## src/rtl/fetch_prefetch_queue.sv

```systemverilog
// Sequential rv32i instruction fetch with a DEPTH-entry in-order prefetch queue and redirect flush.
// Optional feature macro FETCH_MISALIGN_FAULT_EN: a misaligned redirect/reset PC yields one fault entry and halts fetch.
module fetch_prefetch_queue #(
    parameter int unsigned     XLEN     = 32,
    parameter int unsigned     DEPTH    = 4,
    parameter logic [XLEN-1:0] RESET_PC = '0
) (
    input  logic            clock,
    input  logic            reset,
    input  logic            enable,
    input  logic            redirect_valid,
    input  logic [XLEN-1:0] redirect_pc,
    output logic            mem_req_valid,
    input  logic            mem_req_ready,
    output logic [XLEN-1:0] mem_req_addr,
    input  logic            mem_rsp_valid,
    input  logic [XLEN-1:0] mem_rsp_data,
    output logic            instr_valid,
    input  logic            instr_ready,
    output logic [XLEN-1:0] instr_data,
    output logic [XLEN-1:0] instr_pc,
    output logic            instr_fault
);
    localparam int unsigned PW = $clog2(DEPTH);
    localparam int unsigned CW = PW + 1;

    logic [XLEN-1:0] redir_pc;
    logic            redir_misal;

`ifdef FETCH_MISALIGN_FAULT_EN
    localparam logic [XLEN-1:0] RESET_PC_EFF = RESET_PC;
    localparam logic            RESET_MISAL  = |RESET_PC[1:0];
    assign redir_pc    = redirect_pc;
    assign redir_misal = |redirect_pc[1:0];
`else
    localparam logic [XLEN-1:0] RESET_PC_EFF = {RESET_PC[XLEN-1:2], 2'b00};
    localparam logic            RESET_MISAL  = 1'b0;
    assign redir_pc    = redirect_pc & ~XLEN'(3);
    assign redir_misal = 1'b0;
`endif

    logic [XLEN-1:0] fetch_pc_q, fetch_pc_d, rsp_pc_q, rsp_pc_d;
    logic [PW-1:0]   head_q, head_d, tail_q, tail_d;
    logic [CW-1:0]   count_q, count_d, outst_q, outst_d, discard_q, discard_d;
    logic            halted_q, halted_d;

    logic [XLEN-1:0] pc_mem   [DEPTH];
    logic [XLEN-1:0] data_mem [DEPTH];
    logic            fault_mem[DEPTH];

    logic            req_fire, pop, push, push_fault;
    logic [PW-1:0]   push_idx;
    logic [XLEN-1:0] push_pc, push_data;
    logic [CW:0]     inflight;

    // Credit covers queued entries, live requests and responses still owed to a past redirect.
    assign inflight      = (CW+1)'(count_q) + (CW+1)'(outst_q) + (CW+1)'(discard_q);
    assign mem_req_valid = ~reset & enable & ~redirect_valid & ~halted_q
                         & (inflight < (CW+1)'(DEPTH));
    assign mem_req_addr  = fetch_pc_q;
    assign req_fire      = mem_req_valid & mem_req_ready;

    assign instr_valid = (count_q != '0);
    assign instr_pc    = instr_valid ? pc_mem[head_q]    : '0;
    assign instr_data  = instr_valid ? data_mem[head_q]  : '0;
    assign instr_fault = instr_valid ? fault_mem[head_q] : 1'b0;
    assign pop         = instr_valid & instr_ready & ~redirect_valid;

    always_comb begin
        fetch_pc_d = fetch_pc_q;
        rsp_pc_d   = rsp_pc_q;
        head_d     = head_q;
        tail_d     = tail_q;
        count_d    = count_q;
        outst_d    = outst_q;
        discard_d  = discard_q;
        halted_d   = halted_q;
        push       = 1'b0;
        push_idx   = tail_q;
        push_pc    = rsp_pc_q;
        push_data  = mem_rsp_data;
        push_fault = 1'b0;
        if (redirect_valid) begin
            // Everything still in flight becomes stale; a response arriving now is dropped outright.
            head_d     = '0;
            tail_d     = '0;
            count_d    = '0;
            outst_d    = '0;
            discard_d  = outst_q + discard_q - CW'(mem_rsp_valid);
            fetch_pc_d = redir_pc;
            rsp_pc_d   = redir_pc;
            halted_d   = 1'b0;
            if (redir_misal) begin
                push       = 1'b1;
                push_idx   = '0;
                push_pc    = redir_pc;
                push_data  = '0;
                push_fault = 1'b1;
                tail_d     = PW'(1);
                count_d    = CW'(1);
                halted_d   = 1'b1;
            end
        end else begin
            if (req_fire) begin
                fetch_pc_d = fetch_pc_q + XLEN'(4);
            end
            if (mem_rsp_valid) begin
                if (discard_q != '0) begin
                    discard_d = discard_q - CW'(1);
                end else begin
                    push     = 1'b1;
                    rsp_pc_d = rsp_pc_q + XLEN'(4);
                    tail_d   = tail_q + PW'(1);
                end
            end
            outst_d = outst_q + CW'(req_fire) - CW'(mem_rsp_valid && (discard_q == '0));
            if (pop) begin
                head_d = head_q + PW'(1);
            end
            count_d = count_q + CW'(push) - CW'(pop);
        end
    end

    always_ff @(posedge clock) begin
        if (reset) begin
            fetch_pc_q <= RESET_PC_EFF;
            rsp_pc_q   <= RESET_PC_EFF;
            head_q     <= '0;
            tail_q     <= PW'(RESET_MISAL);
            count_q    <= CW'(RESET_MISAL);
            outst_q    <= '0;
            discard_q  <= '0;
            halted_q   <= RESET_MISAL;
        end else begin
            fetch_pc_q <= fetch_pc_d;
            rsp_pc_q   <= rsp_pc_d;
            head_q     <= head_d;
            tail_q     <= tail_d;
            count_q    <= count_d;
            outst_q    <= outst_d;
            discard_q  <= discard_d;
            halted_q   <= halted_d;
        end
    end

    always_ff @(posedge clock) begin
        if (reset) begin
            if (RESET_MISAL) begin
                pc_mem[0]    <= RESET_PC_EFF;
                data_mem[0]  <= '0;
                fault_mem[0] <= 1'b1;
            end
        end else if (push) begin
            pc_mem[push_idx]    <= push_pc;
            data_mem[push_idx]  <= push_data;
            fault_mem[push_idx] <= push_fault;
        end
    end

    a_no_overflow: assert property (@(posedge clock) disable iff (reset)
        (push && !redirect_valid) |-> (count_q < CW'(DEPTH)));

endmodule

```

## config.mk

```make
export PLATFORM = sky130hd
export DESIGN_NAME = fetch_prefetch_queue
export DESIGN_NICKNAME = d
export VERILOG_FILES = /design/src/rtl/fetch_prefetch_queue.sv
export SDC_FILE = /design/constraint.sdc
export NUM_CORES = 1
export LEC_CHECK = 0
export BUFFER_PORTS_ARGS = -buffer_cell sky130_fd_sc_hd__buf_2
export CAP_MARGIN = 40
export CORE_ASPECT_RATIO = 0.6
export CORE_MARGIN = 5
export CORE_UTILIZATION = 35
export CTS_CLUSTER_SIZE = 16
export DETAILED_ROUTE_END_ITERATION = 10
export GPL_TIMING_DRIVEN = 0
export SLEW_MARGIN = 20
export SYNTH_ARGS = -nofsm -noshare
export SYNTH_HDL_FRONTEND = slang
export SYNTH_SLANG_ARGS = --single-unit
```

## constraint.sdc

```tcl
create_clock -name clock -period 10.05 [get_ports clock]
set_clock_uncertainty 0.05 [all_clocks]
set_input_delay 0 -clock clock [delete_from_list [all_inputs] [get_ports clock]]
set_output_delay 0 -clock clock [all_outputs]
set_load 0.005 [all_outputs]
```

Yosys cells after proc, flatten, opt, wreduce, memory -nomap -nowiden
Memories as Yosys holds them, arrays and structs flattened. A register that Yosys moved wholly into a read port is not among the register bits.
Index checks and enable logic that the tools add are counted.

storage, ports and cells
  register bits after elaboration = 77
  bits in latches = 0
  bits in writable memories = 256
  memory bits (read-only) = 0
  bits of input ports = 71
  output and inout bits = 99
  logic and storage cells = 68
  memories = 2

cells by class
  add/sub/neg operators = 13
  $mul = 0
  div/mod/pow operators = 0
  magnitude comparators = 1
  eq/ne operators = 1
  shift-type cells = 0
  multiplexer cells = 22
  bitwise operators = 9
  reductions and logical operators = 11

memories
  name      depth  bits a word  rd ports  clocked after Yosys merged registers in  wr ports  RTL line  text
  data_mem  4      32           1         1                                        1         48        logic [XLEN-1:0] data_mem [DEPTH];
  pc_mem    4      32           1         1                                        1         47        logic [XLEN-1:0] pc_mem [DEPTH];

operators by type and width
  kind                                                         number
  2-to-1 mux 32 bit                                            7
  adder 32 x 3 -> 32 bit (second input constant)               2
  2-to-1 mux 3 bit                                             3
  subtractor 3 x 1 -> 3 bit                                    3
  2-to-1 mux 1 bit                                             8
  2-to-1 mux 2 bit                                             4
  adder 3 x 1 -> 3 bit                                         2
  bitwise AND 1 bit                                            6
  AND reduction 2 bit                                          3
  nonzero test 2 bit                                           3
  nonzero test 3 bit                                           2
  adder 2 x 1 -> 2 bit (second input constant)                 2
  adder 3 x 3 -> 4 bit                                         1
  adder 4 x 3 -> 4 bit                                         1
  less-than comparator 4 x 3 -> 1 bit (second input constant)  1
  adder 3 bit                                                  1
  zero test 3 bit                                              1
  NOT 1 bit                                                    3
  subtractor 3 x 1 -> 3 bit (second input constant)            1
  inequality test 2 bit (second input constant)                1
  OR reduction 2 bit                                           1
  logical AND 1 bit                                            1

Logic depth before layout (Yosys ltp)
  word-level depth = 8
  mapped depth = 14
  depth with buffers taken out = 13

Worst setup path before layout
No wires, ideal clock.

  path kind = reg2reg
  start = register count_q[1]
  end = register outst_q[2]
  library setup time = 0.124 ns
  arrival = 3.526 ns
  data required time = 9.876 ns
  path slack = 6.349 ns
  stages on the path, launching flop included = 15
  path buffers = 1
  clock period less this slack = 3.701 ns
  path through = dfxtp_1 inv_1 fa_1 or2_2 fa_1 xor2_2 nand4_4 clkbuf_1 ha_1 inv_1 ha_1 fa_1 xnor2_1 xnor2_1 nor2_1

between the ends
  word-level cells in the longest chain between the ends = 7

RTL lines
  what                                 RTL line  text
  start: declaration                   44        logic [CW-1:0] count_q, count_d, outst_q, outst_d, discard_q, discard_d;
  start signal: assignment             130       count_q <= CW'(RESET_MISAL);
  start signal: assignment             139       count_q <= count_d;
  adder 3 x 3 -> 4 bit                 57        assign inflight = (CW+1)'(count_q) + (CW+1)'(outst_q) + (CW+1)'(discard_q);
  adder 4 x 3 -> 4 bit                 57
  less-than comparator 4 x 3 -> 1 bit  59        & (inflight < (CW+1)'(DEPTH));
  bitwise AND 1 bit                    59
  bitwise AND 1 bit                    61        assign req_fire = mem_req_valid & mem_req_ready;
  adder 3 x 1 -> 3 bit                 116       outst_d = outst_q + CW'(req_fire) - CW'(mem_rsp_valid && (discard_q == '0));
  subtractor 3 x 1 -> 3 bit            116
  end signal: assignment               140       outst_q <= outst_d;
  end: declaration                     44

No other way between the ends.
A chain may end at the register's enable or synchronous reset.

Worst setup path in the final report
Same ends and word-level chain as after synthesis.

==> flow_summary_export.csv <==
group,metric,value,unit
route,first_pass_iters,8,
clock_network,cts-root-buf,"clkbuf_16",
worst_hold_path,hp-class,"in2reg",
cells_and_area,final_nets,1282,
clock_network,cts_setup_buffers,0,
route,drtIter0Drc,895,
timing,maxSlewHeadroom,45.4,%
logic_synthesis,synth_top_family_by_area,"simple AND/OR/NAND/NOR gates",
status,status,"finished, final reports clean",
logic_synthesis,synth-async-reset-ratio,0,%
logic_synthesis,synth-compound-area-share,4.77,%
route,via_per_inst,5.06,
logic_synthesis,ys_seq_area_share,64.8,%
timing,fin_crit,4.36,ns
place,dpl_cell_area,15400,µm²
clock_network,clk_pin_slew,0.06,ns
clock_network,clockBufferDepth,3,
clock_network,numCtsBuffers,31,
critical_path,cp_max_fo,10,
logic_synthesis,synth_cell_types,64,
cells_and_area,instances_no_fill,1736,
cells_and_area,final_util,43.9,%
timing,tns,0,ns
clock_network,tritoncts,"done",
place,placedCellCount,1599,
clock_network,ctsResizeCount,0,
logic_synthesis,postSynthAreaPerCell,15.2,µm²
logic_synthesis,synth_top_cell_area_share,53.9,%
route,postRouteAntennaNets,0,
timing,fmaxAchievable,230,MHz
route,drc,0,
floorplanning,io_pins,170,
cells_and_area,drive_above_1_share,26.2,%
grt,grt_pass1_wl,53400,µm
route,wire_per_inst,20.3,µm
critical_path,r2r_start,"count_q[1]",
timing,fin_crit_sh,43.3,%
logic_synthesis,synth_mux_area_share,10.3,%
logic_synthesis,synth_ff_type,"edfxtp_1",
logic_synthesis,syn_inst,908,
floorplanning,coreArea,39000,µm²
logic_synthesis,yosys.area.top_type,"edfxtp_1",
logic_synthesis,synth_xor_xnor_area_share,3.99,%
critical_path,arrival,4.75,ns
logic_synthesis,synth_fa_ha_area_share,2.32,%
cells_and_area,postLayoutCellArea,17100,µm²
floorplanning,initial_utilization,35.4,%
power_and_ir_drop,peakVddDrop,0.103,mV
clock_network,worstSkewPairLatency,0.58,ns
critical_path,startpoint,"count_q[1]",
clock_network,cts_hold_buffers,78,
critical_path,critPathRequiredTime,10.44,ns
grt,grtUsageTotal,15.8,%
logic_synthesis,ys_ff_latch,323,
timing,rsz0062_at_grt,"false",
worst_hold_path,min-delay-start,"redirect_valid",
place,hpwl,24200,µm
floorplanning,die-area,43700,µm²
power_and_ir_drop,leakage,5.96,nW
timing,finalHoldViolations,0,
timing,slew_violations,0,
route,vias,8776,
critical_path,crit_path_end_kind,"flop",
cells_and_area,area_delta_synth_final,24.0,%
cells_and_area,diodes,0,
job,maxCapViolations,0,
grt,antenna_found_initial,1,
logic_synthesis,synth_edf_count,248,
logic_synthesis,synthMostInstantiatedCell,"edfxtp_1",
place,port_buffers,160,
floorplanning,die_w,266,µm
logic_synthesis,yosys.area_share.simple,11.0,%
floorplanning,row_count,56,
critical_path,start_kind,"flop",
grt,grt_pass1_vias,8817,
cells_and_area,fillers,3535,
critical_path,critical_path_class,"reg2reg",
logic_synthesis,synth-warning-count,0,
grt,grt-ovfl-total,0,
clock_network,htree_levels,1,
clock_network,clock_sinks,323,
timing,worstMarginPinSlew,0.818,ns
logic_synthesis,synth.area.top_cells,"edfxtp_1, dfxtp_1, mux4_2",
power_and_ir_drop,p_per_area,174,nW/µm²
logic_synthesis,synth_area,13800,µm²
route,wl,35300,µm
timing,finalSetupViolCount,0,
floorplanning,die_h,164,µm
logic_synthesis,synth_common_cells,"edfxtp_1, dfxtp_1, nor2b_1, mux4_2, nand2_1",
grt,grt_max_degree,46,
place,gp_congestion,0.910,
## area by class of cell
| class | instances | area [µm²] | area share (%) |
|---|---|---|---|
| Buffer | 54 | 269 | 1.57 |
| Tap cell | 522 | 653 | 3.81 |
| Clock buffer | 41 | 833 | 4.86 |
| Timing Repair Buffer | 244 | 1690 | 9.88 |
| Clock inverter | 17 | 98.8 | 0.577 |
| Sequential cell | 323 | 8950 | 52.2 |
| Inverter | 33 | 124 | 0.723 |
| Multi-Input combinational cell | 502 | 4510 | 26.3 |
## critical path, stage by stage (launching register included)
cell and delay [ns]:
dfxtp_1 0.41, inv_1 0.12, fa_1 0.47, or2_2 0.32, fa_1 0.58, and3b_2 0.27
nand4_4 0.23, clkbuf_1 0.37, ha_1 0.38, inv_1 0.04, ha_1 0.18, fa_1 0.38
xnor2_1 0.22, xnor2_1 0.15, nor2_1 0.05
## power breakdown
group          switching [mW]  leakage, nW  total [mW]  internal (mW)
clock network           0.500        0.451        1.08          0.584
registers              0.0463         2.87        1.53           1.49
logic                   0.205         2.64       0.371          0.166
total                   0.750         5.96        2.99           2.24
## metrics by stage
stage	hold slack, ns	power, mW	setup slack (ns)
finish	0.0713	2.99	5.69
floorplan	0.0489	1.75	6.35
global placement	0.167	1.90	5.38
CTS	0.0473	3.02	5.77
detailed placement	0.169	1.91	5.81
global route	0.105	3.11	5.61
## sequential cells by signal, indices dropped and copies added, names as in the netlist, named ones only
signal,count
pc_mem,120
head_q,2
mem_req_addr,30
discard_q,3
data_mem,128
rsp_pc_q,30
outst_q,3
tail_q,2
count_q,3
## final timing paths
kind | to | slack, ns | cells after the start
worst max register to register | outst_q[2] | 5.69 | 14
worst max-delay path | outst_q[2] | 5.69 | 14
worst min register to register | tail_q[0] | 0.45 | 2
worst min-delay path | discard_q[2] | 0.07 | 5
## cell usage in the layout, fill, tap and decap left out, types with 11 or more instances in the layout
| cell | count |
|---|---|
| a21oi_1 | 25 |
| a21boi_0 | 11 |
| ha_1 | 16 |
| nor2b_1 | 63 |
| edfxtp_1 | 248 |
| a211oi_1 | 14 |
| nand3_1 | 16 |
| nor4_1 | 12 |
| buf_2 | 167 |
| and3_1 | 16 |
| nor2_1 | 36 |
| clkbuf_1 | 38 |
| nand4_1 | 17 |
| clkbuf_16 | 31 |
| dlygate4sd3_1 | 78 |
| dfxtp_1 | 75 |
| xnor2_1 | 39 |
| mux4_2 | 62 |
| inv_1 | 32 |
| xor2_1 | 22 |
| nand2_1 | 41 |
## routing by layer
metal / routed length (µm) / track usage [%]
met1: 16600 / 23.5
met2: 15100 / 23.9
met3: 3080 / 4.52
met4: 480 / 2.22
met5: 0 / 0
## cells by family (layout without fill, tap and decap cells)
kind of cell,after synthesis,after routing
AO/OA/AOI/OAI,97,97
AND/OR/NAND/NOR,252,252
XOR/XNOR,62,62
multiplexers,64,64
other,1,5
buffers and inverters,87,389
adder cells (fa/ha/maj),22,22
flip-flops,323,323
(Power assumes the default switching activity.)
